## src/rtl/mult_wb_arbiter.sv

```systemverilog
// rtl/mult_wb_arbiter.sv - writeback arbiter merging ALU and multiply results onto one register-file write port
`ifndef REG_SIZE
`define REG_SIZE 32
`endif
`ifndef REG_ADDR
`define REG_ADDR 5
`endif

module mult_wb_arbiter #(
   parameter int DATA_W = `REG_SIZE,
   parameter int ADDR_W = `REG_ADDR,
   parameter int DEPTH  = 4
) (
   input  logic              clk,
   input  logic              reset,
   input  logic              alu_wr_valid,
   input  logic [ADDR_W-1:0] alu_wr_reg,
   input  logic [DATA_W-1:0] alu_wr_data,
   input  logic              mult_valid,
   input  logic [ADDR_W-1:0] mult_reg,
   input  logic [DATA_W-1:0] mult_data,
   input  logic              mult_overflow,
   output logic              mult_stall,
   input  logic [ADDR_W-1:0] lookup_reg,
   output logic              lookup_hit,
   output logic              rf_we,
   output logic [ADDR_W-1:0] rf_waddr,
   output logic [DATA_W-1:0] rf_wdata,
   output logic              exc_overflow
);

   localparam int PTR_W = (DEPTH > 1) ? $clog2(DEPTH) : 1;
   localparam int CNT_W = $clog2(DEPTH + 1);
   localparam logic [CNT_W-1:0] FULL = CNT_W'(DEPTH);

   // parking FIFO storage; live=0 marks an entry whose write was superseded by a younger ALU write
   logic [DEPTH-1:0]  ent_valid_q, ent_valid_d;
   logic [DEPTH-1:0]  ent_live_q,  ent_live_d;
   logic [DEPTH-1:0]  ent_ovf_q,   ent_ovf_d;
   logic [ADDR_W-1:0] ent_dst_q  [DEPTH];
   logic [ADDR_W-1:0] ent_dst_d  [DEPTH];
   logic [DATA_W-1:0] ent_data_q [DEPTH];
   logic [DATA_W-1:0] ent_data_d [DEPTH];

   logic [PTR_W-1:0]  rd_ptr_q, rd_ptr_d;
   logic [PTR_W-1:0]  wr_ptr_q, wr_ptr_d;
   logic [CNT_W-1:0]  count_q,  count_d;

   logic              rf_we_q,    rf_we_d;
   logic [ADDR_W-1:0] rf_waddr_q, rf_waddr_d;
   logic [DATA_W-1:0] rf_wdata_q, rf_wdata_d;
   logic              exc_q,      exc_d;

   logic mult_acc;
   logic mult_nz;
   logic alu_nz;
   logic mult_live_in;
   logic fifo_empty;
   logic sel_pop;
   logic sel_byp;
   logic do_push;
   logic hit;

   // stall depends only on the registered count, so there is no input-to-stall path
   assign mult_stall   = (count_q == FULL);
   assign fifo_empty   = (count_q == '0);
   assign mult_acc     = mult_valid && !mult_stall;
   assign mult_nz      = (mult_reg != '0);
   assign alu_nz       = alu_wr_valid && (alu_wr_reg != '0);
   // an ALU write in the same cycle is younger than the incoming multiply result
   assign mult_live_in = !(alu_nz && (alu_wr_reg == mult_reg));

   // ALU has fixed priority; the FIFO head beats a fresh multiply result to keep results in order
   assign sel_pop = !alu_wr_valid && !fifo_empty;
   assign sel_byp = !alu_wr_valid && fifo_empty && mult_acc;
   // r0 results are accepted and dropped, so they never occupy a slot
   assign do_push = mult_acc && mult_nz && !sel_byp;

   // select what reaches the register-file write port next cycle
   always_comb begin
      rf_we_d    = 1'b0;
      exc_d      = 1'b0;
      rf_waddr_d = rf_waddr_q;
      rf_wdata_d = rf_wdata_q;
      if (alu_wr_valid) begin
         rf_we_d    = alu_nz;
         rf_waddr_d = alu_wr_reg;
         rf_wdata_d = alu_wr_data;
      end else if (sel_pop) begin
         rf_we_d    = ent_live_q[rd_ptr_q] && !ent_ovf_q[rd_ptr_q];
         exc_d      = ent_live_q[rd_ptr_q] &&  ent_ovf_q[rd_ptr_q];
         rf_waddr_d = ent_dst_q[rd_ptr_q];
         rf_wdata_d = ent_data_q[rd_ptr_q];
      end else if (sel_byp) begin
         rf_we_d    = mult_nz && !mult_overflow;
         exc_d      = mult_nz &&  mult_overflow;
         rf_waddr_d = mult_reg;
         rf_wdata_d = mult_data;
      end
   end

   // FIFO next state: WAW kill, pop of the head, push of a parked multiply result
   always_comb begin
      ent_valid_d = ent_valid_q;
      ent_live_d  = ent_live_q;
      ent_ovf_d   = ent_ovf_q;
      ent_dst_d   = ent_dst_q;
      ent_data_d  = ent_data_q;
      rd_ptr_d    = rd_ptr_q;
      wr_ptr_d    = wr_ptr_q;
      count_d     = count_q;

      if (alu_nz) begin
         for (int i = 0; i < DEPTH; i++) begin
            if (ent_valid_q[i] && (ent_dst_q[i] == alu_wr_reg)) begin
               ent_live_d[i] = 1'b0;
            end
         end
      end

      if (sel_pop) begin
         ent_valid_d[rd_ptr_q] = 1'b0;
         rd_ptr_d              = rd_ptr_q + PTR_W'(1);
      end

      // a push never lands on the slot being popped: acceptance implies a free slot
      if (do_push) begin
         ent_valid_d[wr_ptr_q] = 1'b1;
         ent_live_d[wr_ptr_q]  = mult_live_in;
         ent_ovf_d[wr_ptr_q]   = mult_overflow;
         ent_dst_d[wr_ptr_q]   = mult_reg;
         ent_data_d[wr_ptr_q]  = mult_data;
         wr_ptr_d              = wr_ptr_q + PTR_W'(1);
      end

      case ({do_push, sel_pop})
         2'b10:   count_d = count_q + CNT_W'(1);
         2'b01:   count_d = count_q - CNT_W'(1);
         default: count_d = count_q;
      endcase
   end

   // pending-write lookup for the hazard unit, covering parked entries and the incoming result
   always_comb begin
      hit = mult_acc && mult_nz && mult_live_in && !mult_overflow && (mult_reg == lookup_reg);
      for (int i = 0; i < DEPTH; i++) begin
         if (ent_valid_q[i] && ent_live_q[i] && (ent_dst_q[i] == lookup_reg) && (ent_dst_q[i] != '0)) begin
            hit = 1'b1;
         end
      end
   end

   assign lookup_hit = hit;

   // state registers; reset discards every parked result
   always_ff @(posedge clk) begin
      if (reset) begin
         ent_valid_q <= '0;
         ent_live_q  <= '0;
         ent_ovf_q   <= '0;
         ent_dst_q   <= '{default: '0};
         ent_data_q  <= '{default: '0};
         rd_ptr_q    <= '0;
         wr_ptr_q    <= '0;
         count_q     <= '0;
         rf_we_q     <= 1'b0;
         rf_waddr_q  <= '0;
         rf_wdata_q  <= '0;
         exc_q       <= 1'b0;
      end else begin
         ent_valid_q <= ent_valid_d;
         ent_live_q  <= ent_live_d;
         ent_ovf_q   <= ent_ovf_d;
         ent_dst_q   <= ent_dst_d;
         ent_data_q  <= ent_data_d;
         rd_ptr_q    <= rd_ptr_d;
         wr_ptr_q    <= wr_ptr_d;
         count_q     <= count_d;
         rf_we_q     <= rf_we_d;
         rf_waddr_q  <= rf_waddr_d;
         rf_wdata_q  <= rf_wdata_d;
         exc_q       <= exc_d;
      end
   end

   assign rf_we        = rf_we_q;
   assign rf_waddr     = rf_waddr_q;
   assign rf_wdata     = rf_wdata_q;
   assign exc_overflow = exc_q;

endmodule

```

## config.mk

```make
export PLATFORM = sky130hd
export DESIGN_NAME = mult_wb_arbiter
export DESIGN_NICKNAME = d
export VERILOG_FILES = /design/src/rtl/mult_wb_arbiter.sv
export SDC_FILE = /design/constraint.sdc
export NUM_CORES = 1
export LEC_CHECK = 0
export BUFFER_PORTS_ARGS = -buffer_cell sky130_fd_sc_hd__buf_2
export CAP_MARGIN = 15
export CORE_MARGIN = 2
export CORE_UTILIZATION = 25
export DETAILED_ROUTE_END_ITERATION = 7
export SLEW_MARGIN = 20
export SYNTH_ARGS = -nofsm -noshare
export SYNTH_HDL_FRONTEND = slang
export SYNTH_SLANG_ARGS = --single-unit
```

## constraint.sdc

```tcl
create_clock -name clk -period 3.1 [get_ports clk]
set_clock_uncertainty 0.15 [all_clocks]
set_input_delay 0.93 -clock clk [delete_from_list [all_inputs] [get_ports clk]]
set_output_delay 0.93 -clock clk [all_outputs]
set_load 0.02 [all_outputs]
```

Word-level counts from Yosys, hierarchy flattened

Index checks and enable logic that the tools add are counted.

Memory bits (writable): 0
Bits in read-only memories: 0
Bits in latches: 0
Bits of input ports: 84
Memories: 0
Output and inout bits: 41
Flip-flop bits (word level): 206

Muxes and demuxes: 46
Divide/modulo/power cells: 0
Equality and inequality tests: 13
Multiply operators: 0
Bitwise logic cells: 5
Shifts and indexed selects: 0
Reduce and logical (&&, ||, !) cells: 51
Magnitude comparators: 7
Add/subtract/negate cells: 4

Operator list:

| cell                | count |
|---|---|
| $mux 32             | 6 |
| $bwmux 128          | 1 |
| $bmux 32 s2         | 1 |
| $demux 32 s2        | 1 |
| $eq 5x5->1          | 10 |
| $logic_and 1x1->1   | 34 |
| $mux 5              | 6 |
| $reduce_bool 5->1   | 6 |
| $bwmux 20           | 1 |
| $mux 1              | 17 |
| $mux 4              | 4 |
| $bmux 5 s2          | 1 |
| $demux 5 s2         | 1 |
| $bwmux 4            | 2 |
| $logic_not 1->1     | 7 |
| $ge 3x3->1 const B  | 2 |
| $lt 2x3->1 const B  | 2 |
| $not 2->3           | 2 |
| $pmux 3 s2          | 1 |
| $add 2x1->2 const B | 2 |
| $and 4x4->4         | 1 |
| $bmux 1 s2          | 2 |
| $demux 1 s2         | 2 |
| $ge 2x1->1 const B  | 2 |
| 12 further kinds    | 12 |

Depth between registers and ports, before layout

Depth after elaboration: 11
Gate-level depth with buffers: 11
Gate-level depth less buffers: 9

Least setup slack after synthesis

No wires, ideal clock.

Path type: input-to-output
From: in alu_wr_reg[0]
To: out lookup_hit
Data required time: 2.020 ns
Path buffers: 1
Stages on the path: 6
Data arrival time: 2.086 ns
Slack: -0.066 ns
Cells stage by stage: clkbuf_1 -> nor3_1 -> a21oi_1 -> nand3_1 -> nand3_1 -> nand4_1

Word-level cells in the longest chain between the ends: 11
Elaborated cells on any way between the ends: 12
Those cells by class: eq/ne (1); mux (4); reduce/logical (7)

RTL lines:

| item                             | RTL line | RTL |
|---|---|---|
| from (decl)                      | 17       | `input logic [ADDR_W-1:0] alu_wr_reg,` |
| $reduce_bool 5->1                | 69       | `assign alu_nz = alu_wr_valid && (alu_wr_reg != '0);` |
| $logic_and 1x1->1                | 69       |  |
| $logic_and 1x1->1 *              | 71       | `assign mult_live_in = !(alu_nz && (alu_wr_reg == mult_reg));` |
| $logic_not 1->1 *                | 71       |  |
| $logic_and 1x1->1 * (3 in a row) | 145      | `hit = mult_acc && mult_nz && mult_live_in && !mult_overflow && (mult_reg == lookup_reg);` |
| $mux 1 * (4 in a row)            | 147      | `if (ent_valid_q[i] && ent_live_q[i] && (ent_dst_q[i] == lookup_reg) && (ent_dst_q[i] != '0)) begin` |
| to (decl)                        | 25       | `output logic lookup_hit,` |

Mark *: on every way between the ends. The rest lies on a longest branch, timed or not.

Worst setup path after layout

From: in lookup_reg[1]
To: out lookup_hit

Word-level cells in the longest chain between the ends: 7
Elaborated cells on any way between the ends: 18
Those cells by class: eq/ne (5); mux (4); reduce/logical (9)

RTL lines:

| item                           | RTL line | RTL |
|---|---|---|
| from (decl)                    | 24       | `input logic [ADDR_W-1:0] lookup_reg,` |
| $eq 5x5->1                     | 147      |  |
| $logic_and 1x1->1 (2 in a row) | 147      |  |
| $mux 1 (3 in a row)            | 147      |  |
| $mux 1 *                       | 147      |  |

Marks and branches as above.

==> results.md <==
* Die X-Extent at 202 µm
* Slowest stage delay, CP at 270 ps
* Worst setup SP type: input pin
* Final setup fails at 0
* Flops & latches, synth at around 200
* P_leak at approximately 4.3 nW
* Final instance area at between 0.01 and 0.015 mm²
* First-iteration detailed-routing DRC count at 656
* CP most frequent cell: buf_6
* Die area at 0.0409 mm²
* Hold Fails Final Rpt at 0
* Max-cap violations at 0
* Largest family of logic cells by synthesized area: simple AND/OR/NAND/NOR gates
* Synth Area in Compound Gates at 12.1%
* GRT Overall Usage at between 10% and 20%
* Worst skew pair latency at 510 ps
* DRT Pass-1 Iters at 5
* Peak supply drop at 479 µV
* Placeable Area at between 0.03 and 0.04 mm²
* Pre-CTS setup slack at -128 ps
* CTS Buffer Depth at 3
* Nets@finish at 1399
* WP data arrival at 2000 ps
* Share of cells above drive strength 1 at 23.1%
* Post-synthesis adder-cell area fraction at between 1 and 1.5%
* Clk root buf: clkbuf_16
* IO Count at roughly 130
* Worst Path Max Fanout at 4
* Vias in the first global route at approximately 8.7k
* Utilization after layout at 30.9%
* Finished Layout Cells at 1841
* # DRC at 0
* Mux contribution to synthesized area at 8.94%
* Initial antenna violation count at 2
* Maximum clock frequency at 325 MHz
* Min-Delay Path Depth at 2
* Fillers at 4103
* Most common cell after layout, fill and taps aside: nand2_1
* Average cell area after synthesis at 8.12 µm²
* Cell Pwr Density at ~760 mW/mm²
* Grt total ovfl at 0
* CP Buf/Inv Count at 3
* CTS Hold Bufs at 0
* Via count at roughly 9k
* Actual slew at the worst max-slew pin at 579 ps
* CTS H-tree lvls at 1
* Commonest non-fill, non-tap cells in the layout: nand2_1 (326), dfxtp_1 (202), a21oi_1 (194)
* CTS tree: yes
* Initial Util at 25.3%
* Hold path start: ent_data_q[54]
* XOR/XNOR share of the synthesized area at 4.46%
* HP Class: reg -> reg
* Reg2reg path depth at 5
* CTS Buf Count at 24
* Row count at 72
* Hold endpoint: ent_data_q[54]
* Routed vias/inst at 4.81
* RSZ-0062 raised after global routing: true
* Post-route minimum period at 3080 ps
* Syn. warnings at 0
* Final worst path period share at 99.3%
* Register area share after synthesis at ~42%
* Critical path type: in -> out
* Syn_nets at 1303
* Remaining antenna violation count after routing at 0
* Status: finished clean
* Global-route wire length before repair at a little over 50 mm
* Reg clk slew, reported paths at 60 ps
* Worst EP required at 2020 ps
* Port bufs at roughly 120
* Crit-path cells: buf_2 > buf_6 > xor2_1 > nor4_1 > nand2_1 > nand4_1 > buf_6
* Register-to-register setup slack at 740 ps
* DRT Wirelength at 32.4 mm
* HPWL Detailed at roughly 21 mm
* Cells after synthesis at 1209
* CP top delay family: simple AND/OR/NAND/NOR gates
* Post-Synth Simple-Gate Area at 24.9%
* Distinct cells, synth at 36
* Max-slew headroom at 61.4%
* Dpl cells at 1797
* TritonCTS Sinks at about 200
* R2r endpoint: rf_wdata[1]
* Final Max Tran Viols at 0
* Die Height at 202 µm
* Largest net degree at the start of global routing at 78
* Mapped cell area at 0.00981 mm²
* Avg WL per Cell at 17.6 µm
* Worst r2r src: count_q[2]
* Element type at the critical path end: output pin
* Final RePlAce weighted congestion at 0.876
* Antenna Cells at 0
* Cell Area, Placed at 0.0111 mm²
* Layout Area Growth over Synthesis at 22.2%
* Slowest CP cell: nor4_1
* Fin worst setup slack at 21.3 ps
==> worst min-delay path, delay by kind of cell (launching register included) <==
kind	cells	cell delay [ps]
AO/OA/AOI/OAI	1	50
flip-flops	1	300
AND/OR/NAND/NOR	1	50
==> synthesized netlist by cell type <==
cell,number,area (µm²)
and3_1,5,31.3
nor3b_1,32,240
ha_1,9,113
a211oi_1,6,45.0
or3_1,3,18.8
nor4_2,1,12.5
buf_2,30,150
clkbuf_1,63,236
nor4_1,11,68.8
a21oi_1,195,976
nor3_1,67,335
nor3_2,1,10.0
dfxtp_1,206,4120
o2111ai_1,6,52.6
nand2_1,326,1220
a31oi_1,6,37.5
nand4_1,9,56.3
nor2_1,63,236
mux4_2,38,856
a21boi_1,1,7.51
mux2_2,1,11.3
nand3_2,3,30.0
o21ai_0,10,50.1
inv_2,1,3.75
buf_4,10,75.1
mux2i_1,1,10.0
nor2_2,20,125
nand3_1,4,20.0
xnor2_1,20,175
inv_1,17,63.8
buf_6,7,78.8
o211ai_2,1,12.5
o22a_1,1,8.76
fa_1,1,20.0
nand4b_1,4,35.0
xor2_1,30,263
==> through the flow <==
| stage | power (mW) | setup TNS (ps) | hold WS [ps] |
|---|---|---|---|
| CTS | 9.27 | 0 | 303 |
| global route | 9.72 | -82.5 | 316 |
| finish | 9.16 | 0 | 301 |
| global placement | 6.31 | -115 | 288 |
| detailed placement | 6.36 | -194 | 295 |
| floorplan | 5.31 | 0 | 283 |
==> timing repair <==
action | 4_1_cts | 5_1_grt
endpoints found under the hold margin | 0 | 0
pin swaps | 9 | 0
buffers inserted | 0 | 0
gates resized for setup | 13 | 7
endpoints found under the setup margin | 1 | 1
==> flip-flops by register name, indices dropped and copies added (netlist names) <==
| name | cells |
|---|---|
| ent_valid_q | 4 |
| ent_data_q | 128 |
| wr_ptr_q | 2 |
| count_q | 3 |
| rf_waddr | 5 |
| exc_overflow | 1 |
| rf_we | 1 |
| ent_dst_q | 20 |
| rd_ptr_q | 2 |
| ent_ovf_q | 4 |
| ent_live_q | 4 |
| rf_wdata | 32 |
==> per-layer routing <==
metal	vias up	GRT usage [%]	routed length [µm]	share of wire, %
met1	4311	19.9	13900	43
met4	4	3.52	582	1.8
met5	-	0	22	0.068
met2	225	27.7	16000	49
li1	4276	-	-	-
met3	45	2.63	1940	6.0
==> logic make-up (layout without fill, tap and decap cells) <==
| group | count (synthesis) | after routing |
|---|---|---|
| AOI/OAI and AO/OA | 226 | 226 |
| xor gates and xnor gates | 50 | 50 |
| adders and majority gates | 10 | 10 |
| buffers and inverters | 128 | 242 |
| DFF | 206 | 206 |
| muxes | 40 | 40 |
| and+or+nand+nor | 549 | 549 |
==> cell type report <==
cell class                      instances  area (µm²)  share of cell area (%)
Inverter                               18        67.6                   0.564
Timing Repair Buffer                  180        1170                    9.78
Clock buffer                           36         737                    6.15
Sequential cell                       206        4130                    34.5
Clock inverter                          8        78.8                   0.657
Multi-Input combinational cell        875        5150                    43.0
Tap cell                              518         648                    5.41
==> power by group <==
part | total, mW | internal (mW) | switching, mW
clock network | 2.87 | 1.73 | 1.14
logic | 3.04 | 1.15 | 1.89
registers | 3.25 | 2.97 | 0.281
total | 9.16 | 5.85 | 3.31
==> how the worst max path moves through the flow <==
stage | from | end | slack, ps | depth (start not counted)
6_report | lookup_reg[1] | lookup_hit | 20 | 7
5_1_grt | mult_reg[1] | lookup_hit | -80 | 7
4_1_cts | lookup_reg[4] | lookup_hit | 2 | 7
3_5_place_dp | lookup_reg[2] | lookup_hit | -130 | 7
3_3_place_gp | lookup_reg[2] | lookup_hit | -110 | 7
2_1_floorplan | mult_reg[1] | count_q[2] | 20 | 11
No activity file was read; power rests on OpenSTA's default activity.
